### config.mk
export PLATFORM = sky130hd
export DESIGN_NAME = nn_batch_ctrl
export DESIGN_NICKNAME = d
export VERILOG_FILES = /design/src/rtl/nn_batch_ctrl.sv
export SDC_FILE = /design/constraint.sdc
export NUM_CORES = 1
export LEC_CHECK = 0
export CORE_MARGIN = 4
export CORE_UTILIZATION = 42
export CTS_CLUSTER_DIAMETER = 80
export CTS_CLUSTER_SIZE = 14
export DETAILED_ROUTE_END_ITERATION = 8
export PLACE_DENSITY = 0.8
export SLEW_MARGIN = 5
export SYNTH_ARGS = -nofsm -noshare
export SYNTH_HDL_FRONTEND = slang
export SYNTH_SLANG_ARGS = --single-unit
### constraint.sdc
create_clock -name clk -period 3.6 [get_ports clk]
set_input_delay 0.72 -clock clk [delete_from_list [all_inputs] [get_ports clk]]
set_output_delay 0.72 -clock clk [all_outputs]
set_load 0.01 [all_outputs]
### src/rtl/nn_batch_ctrl.sv
// rtl/nn_batch_ctrl.sv - per-image batch sequencer: streams images to the net, scores results, guards waits with a timeout.
// Optional NN_BATCH_LATENCY_EN builds the worst-case classification latency tracker on max_latency.
module nn_batch_ctrl #(
    parameter int DATA_WIDTH  = 16,
    parameter int NUM_CLASSES = 10,
    parameter int IMG_PIXELS  = 784,
    parameter int NUM_IMAGES  = 16,
    parameter int TIMEOUT     = 4096,
    localparam int CLS_W = $clog2(NUM_CLASSES),
    localparam int PIX_W = $clog2(IMG_PIXELS + 1),
    localparam int IDX_W = (NUM_IMAGES > 1) ? $clog2(NUM_IMAGES) : 1,
    localparam int CNT_W = $clog2(NUM_IMAGES + 1),
    localparam int TMO_W = $clog2(TIMEOUT + 1)
) (
    input  logic                  clk,
    input  logic                  rst,
    input  logic                  start,
    output logic                  mem_ren,
    input  logic                  mem_valid,
    input  logic [DATA_WIDTH-1:0] mem_data,
    input  logic                  mem_last,
    output logic                  net_valid,
    output logic [DATA_WIDTH-1:0] net_data,
    input  logic                  net_out_valid,
    input  logic [CLS_W-1:0]      net_out_data,
    input  logic [CLS_W-1:0]      label_data,
    output logic [IDX_W-1:0]      img_idx,
    output logic                  busy,
    output logic                  done,
    output logic                  result_valid,
    output logic [CLS_W-1:0]      result_digit,
    output logic                  result_match,
    output logic [CNT_W-1:0]      correct_cnt,
    output logic                  len_err,
    output logic                  timeout_err,
    output logic [TMO_W-1:0]      max_latency
);

    typedef enum logic [2:0] {
        S_IDLE   = 3'd0,
        S_STREAM = 3'd1,
        S_WAIT   = 3'd2,
        S_RECORD = 3'd3,
        S_DONE   = 3'd4
    } state_t;

    state_t                r_state;
    logic                  r_mem_ren;
    logic                  r_net_valid;
    logic [DATA_WIDTH-1:0] r_net_data;
    logic [IDX_W-1:0]      r_img_idx;
    logic                  r_busy;
    logic                  r_done;
    logic                  r_res_valid;
    logic [CLS_W-1:0]      r_res_digit;
    logic                  r_res_match;
    logic [CNT_W-1:0]      r_correct;
    logic                  r_len_err;
    logic                  r_tmo_err;
    logic [PIX_W-1:0]      r_pix_cnt;
    logic                  r_pix_ovf;
    logic [TMO_W-1:0]      r_timer;

    logic w_last_img;
    logic w_len_ok;
    logic w_match;
    logic w_tmo_hit;

    assign w_last_img = (r_img_idx == IDX_W'(NUM_IMAGES - 1));
    // r_pix_cnt has not yet counted the mem_last beat itself
    assign w_len_ok   = !r_pix_ovf && (r_pix_cnt == PIX_W'(IMG_PIXELS - 1));
    assign w_match    = (net_out_data == label_data);
    assign w_tmo_hit  = (r_timer == TMO_W'(TIMEOUT - 1));

    always_ff @(posedge clk or posedge rst) begin
        if (rst) begin
            r_state     <= S_IDLE;
            r_mem_ren   <= 1'b0;
            r_net_valid <= 1'b0;
            r_net_data  <= '0;
            r_img_idx   <= '0;
            r_busy      <= 1'b0;
            r_done      <= 1'b0;
            r_res_valid <= 1'b0;
            r_res_digit <= '0;
            r_res_match <= 1'b0;
            r_correct   <= '0;
            r_len_err   <= 1'b0;
            r_tmo_err   <= 1'b0;
            r_pix_cnt   <= '0;
            r_pix_ovf   <= 1'b0;
            r_timer     <= '0;
        end else begin
            r_net_valid <= 1'b0;
            r_res_valid <= 1'b0;
            r_done      <= 1'b0;
            case (r_state)
                S_IDLE: begin
                    if (start) begin
                        r_state   <= S_STREAM;
                        r_busy    <= 1'b1;
                        r_mem_ren <= 1'b1;
                        r_img_idx <= '0;
                        r_correct <= '0;
                        r_pix_cnt <= '0;
                        r_pix_ovf <= 1'b0;
                        r_timer   <= '0;
                        r_len_err <= 1'b0;
                        r_tmo_err <= 1'b0;
                    end
                end
                S_STREAM: begin
                    if (mem_valid) begin
                        r_net_valid <= 1'b1;
                        r_net_data  <= mem_data;
                        if (r_pix_cnt == PIX_W'(IMG_PIXELS))
                            r_pix_ovf <= 1'b1;
                        else
                            r_pix_cnt <= r_pix_cnt + 1'b1;
                        if (mem_last) begin
                            r_state   <= S_WAIT;
                            r_mem_ren <= 1'b0;
                            r_timer   <= '0;
                            if (!w_len_ok)
                                r_len_err <= 1'b1;
                        end
                    end
                end
                S_WAIT: begin
                    // a result arriving on the last allowed cycle beats the timeout
                    if (net_out_valid) begin
                        r_state     <= S_RECORD;
                        r_res_valid <= 1'b1;
                        r_res_digit <= net_out_data;
                        r_res_match <= w_match;
                        if (w_match && (r_correct != CNT_W'(NUM_IMAGES)))
                            r_correct <= r_correct + 1'b1;
                    end else if (w_tmo_hit) begin
                        r_state   <= S_DONE;
                        r_tmo_err <= 1'b1;
                        r_done    <= 1'b1;
                    end else begin
                        r_timer <= r_timer + 1'b1;
                    end
                end
                S_RECORD: begin
                    if (w_last_img) begin
                        r_state <= S_DONE;
                        r_done  <= 1'b1;
                    end else begin
                        r_state   <= S_STREAM;
                        r_img_idx <= r_img_idx + 1'b1;
                        r_pix_cnt <= '0;
                        r_pix_ovf <= 1'b0;
                        r_timer   <= '0;
                        r_mem_ren <= 1'b1;
                    end
                end
                S_DONE: begin
                    r_state <= S_IDLE;
                    r_busy  <= 1'b0;
                end
                default: r_state <= S_IDLE;
            endcase
        end
    end

`ifdef NN_BATCH_LATENCY_EN
    logic [TMO_W-1:0] r_max_lat;
    logic [TMO_W-1:0] w_lat;

    // WAIT duration counts the cycle in which the result is sampled
    assign w_lat = r_timer + 1'b1;

    always_ff @(posedge clk or posedge rst) begin
        if (rst) begin
            r_max_lat <= '0;
        end else if ((r_state == S_IDLE) && start) begin
            r_max_lat <= '0;
        end else if ((r_state == S_WAIT) && net_out_valid && (w_lat > r_max_lat)) begin
            r_max_lat <= w_lat;
        end
    end

    assign max_latency = r_max_lat;
`else
    assign max_latency = '0;
`endif

    assign mem_ren      = r_mem_ren;
    assign net_valid    = r_net_valid;
    assign net_data     = r_net_data;
    assign img_idx      = r_img_idx;
    assign busy         = r_busy;
    assign done         = r_done;
    assign result_valid = r_res_valid;
    assign result_digit = r_res_digit;
    assign result_match = r_res_match;
    assign correct_cnt  = r_correct;
    assign len_err      = r_len_err;
    assign timeout_err  = r_tmo_err;

endmodule
== Yosys cells after proc, flatten, opt, wreduce, memory -nomap -nowiden ==
Cells that the tools add are included.

* $add $sub $neg: 4
* $mul: 0
* Divide/modulo/power cells: 0
* Order comparisons: 0
* Eq/ne operators: 23
* Shift-type cells: 0
* Multiplexer cells: 52
* Bitwise logic cells: 0
* Reduce and logical (&&, ||, !) cells: 22

{| class="wikitable"
|+ Operators with widths
! cell !! count
|-
| $mux 13 || 6
|-
| $pmux 13 s4 || 1
|-
| $mux 10 || 4
|-
| $pmux 10 s3 || 1
|-
| $ne 2x2->1 const B || 12
|-
| $eq 10x10->1 const B || 2
|-
| $mux 1 || 20
|-
| $reduce_and 5->1 || 4
|-
| $mux 3 || 6
|-
| $mux 5 || 3
|-
| $add 13x1->13 const B || 1
|-
| $eq 13x12->1 const B || 1
|-
| $pmux 3 s4 || 1
|-
| $reduce_and 4->1 || 3
|-
| $add 10x1->10 const B || 1
|-
| $pmux 5 s2 || 1
|-
| $mux 4 || 2
|-
| $pmux 1 s2 || 4
|-
| $pmux 4 s2 || 1
|-
| $reduce_bool 2->1 || 4
|-
| $reduce_and 7->1 || 1
|-
| $eq 3x2->1 const B || 2
|-
| $pmux 1 s3 || 2
|-
| $reduce_and 2->1 || 3
|-
| other kinds (14) || 15
|}

* Register bits after elaboration: 64
* Latch bits: 0
* Bits in writable memories: 0
* Memory bits (read-only): 0
* Input port bits: 30
* Word-level logic and storage cells: 117
* Memories kept: 0

== Longest topological paths before layout ==
* Depth in word-level cells: 6
* Mapped depth: 7
* Mapped depth without buffers: 6

== Worst setup path after synthesis ==
OpenSTA, ideal clock, no wires.

* Path type: input -> register
* Start: in net_out_valid
* End: reg r_timer[3]
* Data arrival time: 2.037 ns
* Data required time: 3.510 ns
* Slack: 1.473 ns
* Cell stages on the path: 5
* Path through: clkbuf_1 -> or4b_1 -> buf_2 -> or4_1 -> o221ai_1

* Cells in the longest elaborated chain, start to end: 2

{| class="wikitable"
|+ RTL lines
! element !! RTL line !! source
|-
| start: declaration || 24 || <nowiki>input logic net_out_valid,</nowiki>
|-
| $ne 2x2->1 (no source line) || -- ||
|-
| $reduce_and 7->1 (no source line) || -- ||
|-
| end signal: assignment || 143 || <nowiki>r_timer <= r_timer + 1'b1;</nowiki>
|-
| end: declaration || 62 || <nowiki>logic [TMO_W-1:0] r_timer;</nowiki>
|}

Every way passes these cells.
A chain may end at the register's enable or synchronous reset.

== Final worst setup path ==
* Start: reg r_state[2]
* End: reg r_pix_cnt[7]

* Cells in the longest elaborated chain, start to end: 3
* Elaborated cells on any way between the ends: 10

{| class="wikitable"
|+ RTL lines
! element !! RTL line !! source
|-
| start: declaration || 47 || <nowiki>state_t r_state;</nowiki>
|-
| start signal: assignment || 77 || <nowiki>r_state <= S_IDLE;</nowiki>
|-
| start signal: assignment || 100 || <nowiki>r_state <= S_STREAM;</nowiki>
|-
| start signal: assignment || 121 || <nowiki>r_state <= S_WAIT;</nowiki>
|-
| $eq 3x1->1 (tied with other cells) || 97 || <nowiki>case (r_state)</nowiki>
|-
| $ne 2x2->1 (no source line) / $reduce_bool 3->1 (equally long branches) || -- ||
|-
| $reduce_and 5->1 (no source line) || -- ||
|-
| end signal: assignment || 119 || <nowiki>r_pix_cnt <= r_pix_cnt + 1'b1;</nowiki>
|-
| end: declaration || 60 || <nowiki>logic [PIX_W-1:0] r_pix_cnt;</nowiki>
|}

Parallel ways exist; a longest one is shown, timed or not.

==> results.yml <==
clock_tree:
  clock-sinks: 64
  post-cts-setup-buffers: 0
  numCtsBuffers: 9
  cts.hold.buffers_added: 0
  clockBufferDepth: 2
  cts_resized: 0
  path_clk_slew_ps: 80
  htreeDepth: 3
  cts_root_buffer: "clkbuf_8"
  clk-insertion-delay-late_ps: 340
  cts_tree: "built"
die:
  num_rows: 32
  die_h_microns: 98.02
  start_util_pct: 43.59
  core_region_area_sq_mm: 0.007807
  dieArea_sq_mm: 0.009607
  die_w_microns: 98.02
  pin_count: 80
detailed_routing:
  final_antenna_net_count: 0
  drtIter0Drc: 164
  first_pass_iters: 4
  via_count: 2922
  wl_per_cell_microns: 14.65
  via_per_inst: 5.462
  postRouteWirelength_microns: 7838
  drc: 0
worst_setup_path:
  reg2reg_from: "r_state[2]"
  worstPathArrival_ps: 2760
  reg2reg_to: "r_pix_cnt[7]"
  crit_chain: "nand4bb_1, inv_1, nand3_1, o21ai_0"
  cp-start-kind: "flop"
  reg2reg_depth: 4
  path_max_fanout: 28
  slowest_delay_ps: 720
  critPathKind: "reg2reg"
  crit_slowest_cell: "inv_1"
  cp.required_ps: 3860
  cp-end-kind: "flop"
  reg2reg_slack_ps: 1110
synthesis:
  ys_seq_elements: 64
  synth_cell_types: 58
  synth_top_cell_by_area: "dfrtp_1"
  yosysSeqAreaShare_pct: 47.06
  yosysWarnings: 0
  syn_area_sq_mm: 0.003403
  synth_edf_count: 0
  synthCells: 366
  synth.avg_cell_area_sq_um: 9.299
  synth_area_leaders: "dfrtp_1 (47%), nand2_1 (7.6%), buf_4 (3.3%), o21ai_0 (3.2%), nand3_1 (2.9%)"
  synth_flop_cell: "dfrtp_1"
  yosysTopAreaCellShare_pct: 47.06
  async_flop_share_pct: 100.0
worst_hold_path:
  hp-class: "reg2reg"
  hold_end: "net_data[15]"
  whs_path_depth: 2
  min_from: "net_data[15]"
layout:
  nets: 464
  multi_input_area_sq_mm: 0.001595
  syn2layout_area_growth_pct: 27.13
  regArea_sq_mm: 0.001602
  drive_gt1_share_pct: 8.314
  n_antenna_cell: 0
  fin_area_sq_mm: 0.004327
  nFillCells: 704
timing:
  relSlewSlack_pct: 44.72
  setup_violations: 0
  fmax_mhz: 401.1
  tightestPinTransition_ps: 829.2
  finalClockSkew_ps: 10.69
  slew_viol_final: 0
  fin_crit_sh_pct: 69.25
  hold_violations: 0
  rsz0062_at_grt: "false"
  setup-tns-final_ps: 0
  period_minus_slack_ps: 2493
place:
  gp_congestion: 0.8250
  io_buffers: 66
  dpl_cell_area_sq_mm: 0.004078
  dp_hpwl_microns: 5542
global_route:
  gr-total-overflow: 0
  grt_pass1_wl_microns: 13570
  grt_max_degree: 34
  grt_pass1_vias: 2926
  antenna_found_initial: 0
  grt_usage_pct: 17.03
flow_run:
  cap_violations: 0
power_and_ir_drop:
  ir_drop_uv: 435.1
  leakage_uw: 0.001843
  p_per_area_mw_per_mm2: 644.9
outcome:
  status: "finished clean"
==> worst max path at each step <==
stage                           from           end  slack, ps
final                     r_state[2]  r_pix_cnt[7]       1110
after global routing      r_state[2]  r_pix_cnt[2]        890
after CTS                      start    r_timer[9]        920
after detailed placement       start   r_timer[10]        550
after global placement     mem_valid    r_timer[3]        620
after floorplan                  rst          busy       1280
==> kinds of logic (layout without fill, tap and decap cells) <==
family | Yosys count | after routing | synth area share, %
AOI/OAI and AO/OA | 81 | 81 | 15.88
xor gates and xnor gates | 6 | 6 | 1.544
adders and majority gates | 6 | 6 | 2.206
buffers and inverters | 50 | 105 | 7.537
DFF | 64 | 64 | 47.06
muxes | 6 | 6 | 1.912
other | 1 | 13 | 0.1102
and+or+nand+nor | 152 | 152 | 23.75
==> critical path: cells and delay by family (launching register included) <==
| family | cells | cell delay (ps) |
|---|---|---|
| and+or+nand+nor | 2 | 810 |
| buffers and inverters | 1 | 720 |
| DFF | 1 | 690 |
| AOI/OAI and AO/OA | 1 | 190 |
==> cells in the mapped netlist (all sizes together), types with 4 or more instances <==
cell type,count
nand2,71
dfrtp,64
o21ai,22
buf,21
inv,20
nand3,20
a21oi,13
o31ai,12
clkbuf,9
or4,9
a31oi,7
nand4,7
and3,6
ha,6
nor2,6
and4,5
nor3,5
o211ai,5
o221ai,5
xnor2,5
mux2,4
==> where the power goes <==
part | internal (uW) | total, uW | switching [uW]
registers | 895 | 1060 | 162
logic | 488 | 986 | 497
clock network | 461 | 747 | 287
==> routing by layer <==
metal  share of wire, %  global-route usage [%]  vias up
li1                   -                       -     1419
met1                 42                   20.66     1387
met2                 50                   28.85       98
met3                6.1                   4.286       18
met4                2.0                   7.029        0
met5                  0                       0        -
==> metrics by stage <==
stage / util [%] / hold WS (ps) / instances / total power (uW) / setup WS, ps
after floorplan: - / 465.4 / 378 / 1619 / 1282
after global placement: 52.23 / 457.4 / 519 / 2029 / 622.0
after detailed placement: 52.23 / 463.6 / 519 / 2056 / 549.7
after CTS: 55.35 / 481.0 / 535 / 2818 / 922.1
after global routing: 55.42 / 492.0 / 535 / 2988 / 888.0
final: 55.42 / 475.2 / 535 / 2790 / 1107
==> final cells by class <==
cell class                 count  share of cell area [%]
clock buffer                   9                   2.863
clock inverter                 7                   2.776
inverter                      20                   1.735
multi-input combinational    264                   36.87
sequential                    64                   37.02
tap                          102                   2.950
timing repair buffer          69                   15.79
==> cell usage in the layout (no fill, tap or decap), types with 9 or more instances in the layout <==
master / count
clkbuf_8: 9
nand3_1: 20
o31ai_1: 12
dfrtp_1: 64
or4_1: 9
nand2_1: 69
a21oi_1: 13
inv_1: 19
clkdlybuf4s50_1: 66
o21ai_0: 22
conb_1: 13
==> sequential cells by signal, indices dropped and copies added, names as in the netlist <==
| register | count |
|---|---|
| busy | 1 |
| correct_cnt | 5 |
| done | 1 |
| img_idx | 4 |
| len_err | 1 |
| mem_ren | 1 |
| net_data | 16 |
| net_valid | 1 |
| r_pix_cnt | 10 |
| r_pix_ovf | 1 |
| r_state | 3 |
| r_timer | 13 |
| result_digit | 4 |
| result_match | 1 |
| result_valid | 1 |
| timeout_err | 1 |
No activity file was read; power rests on OpenSTA's default activity.
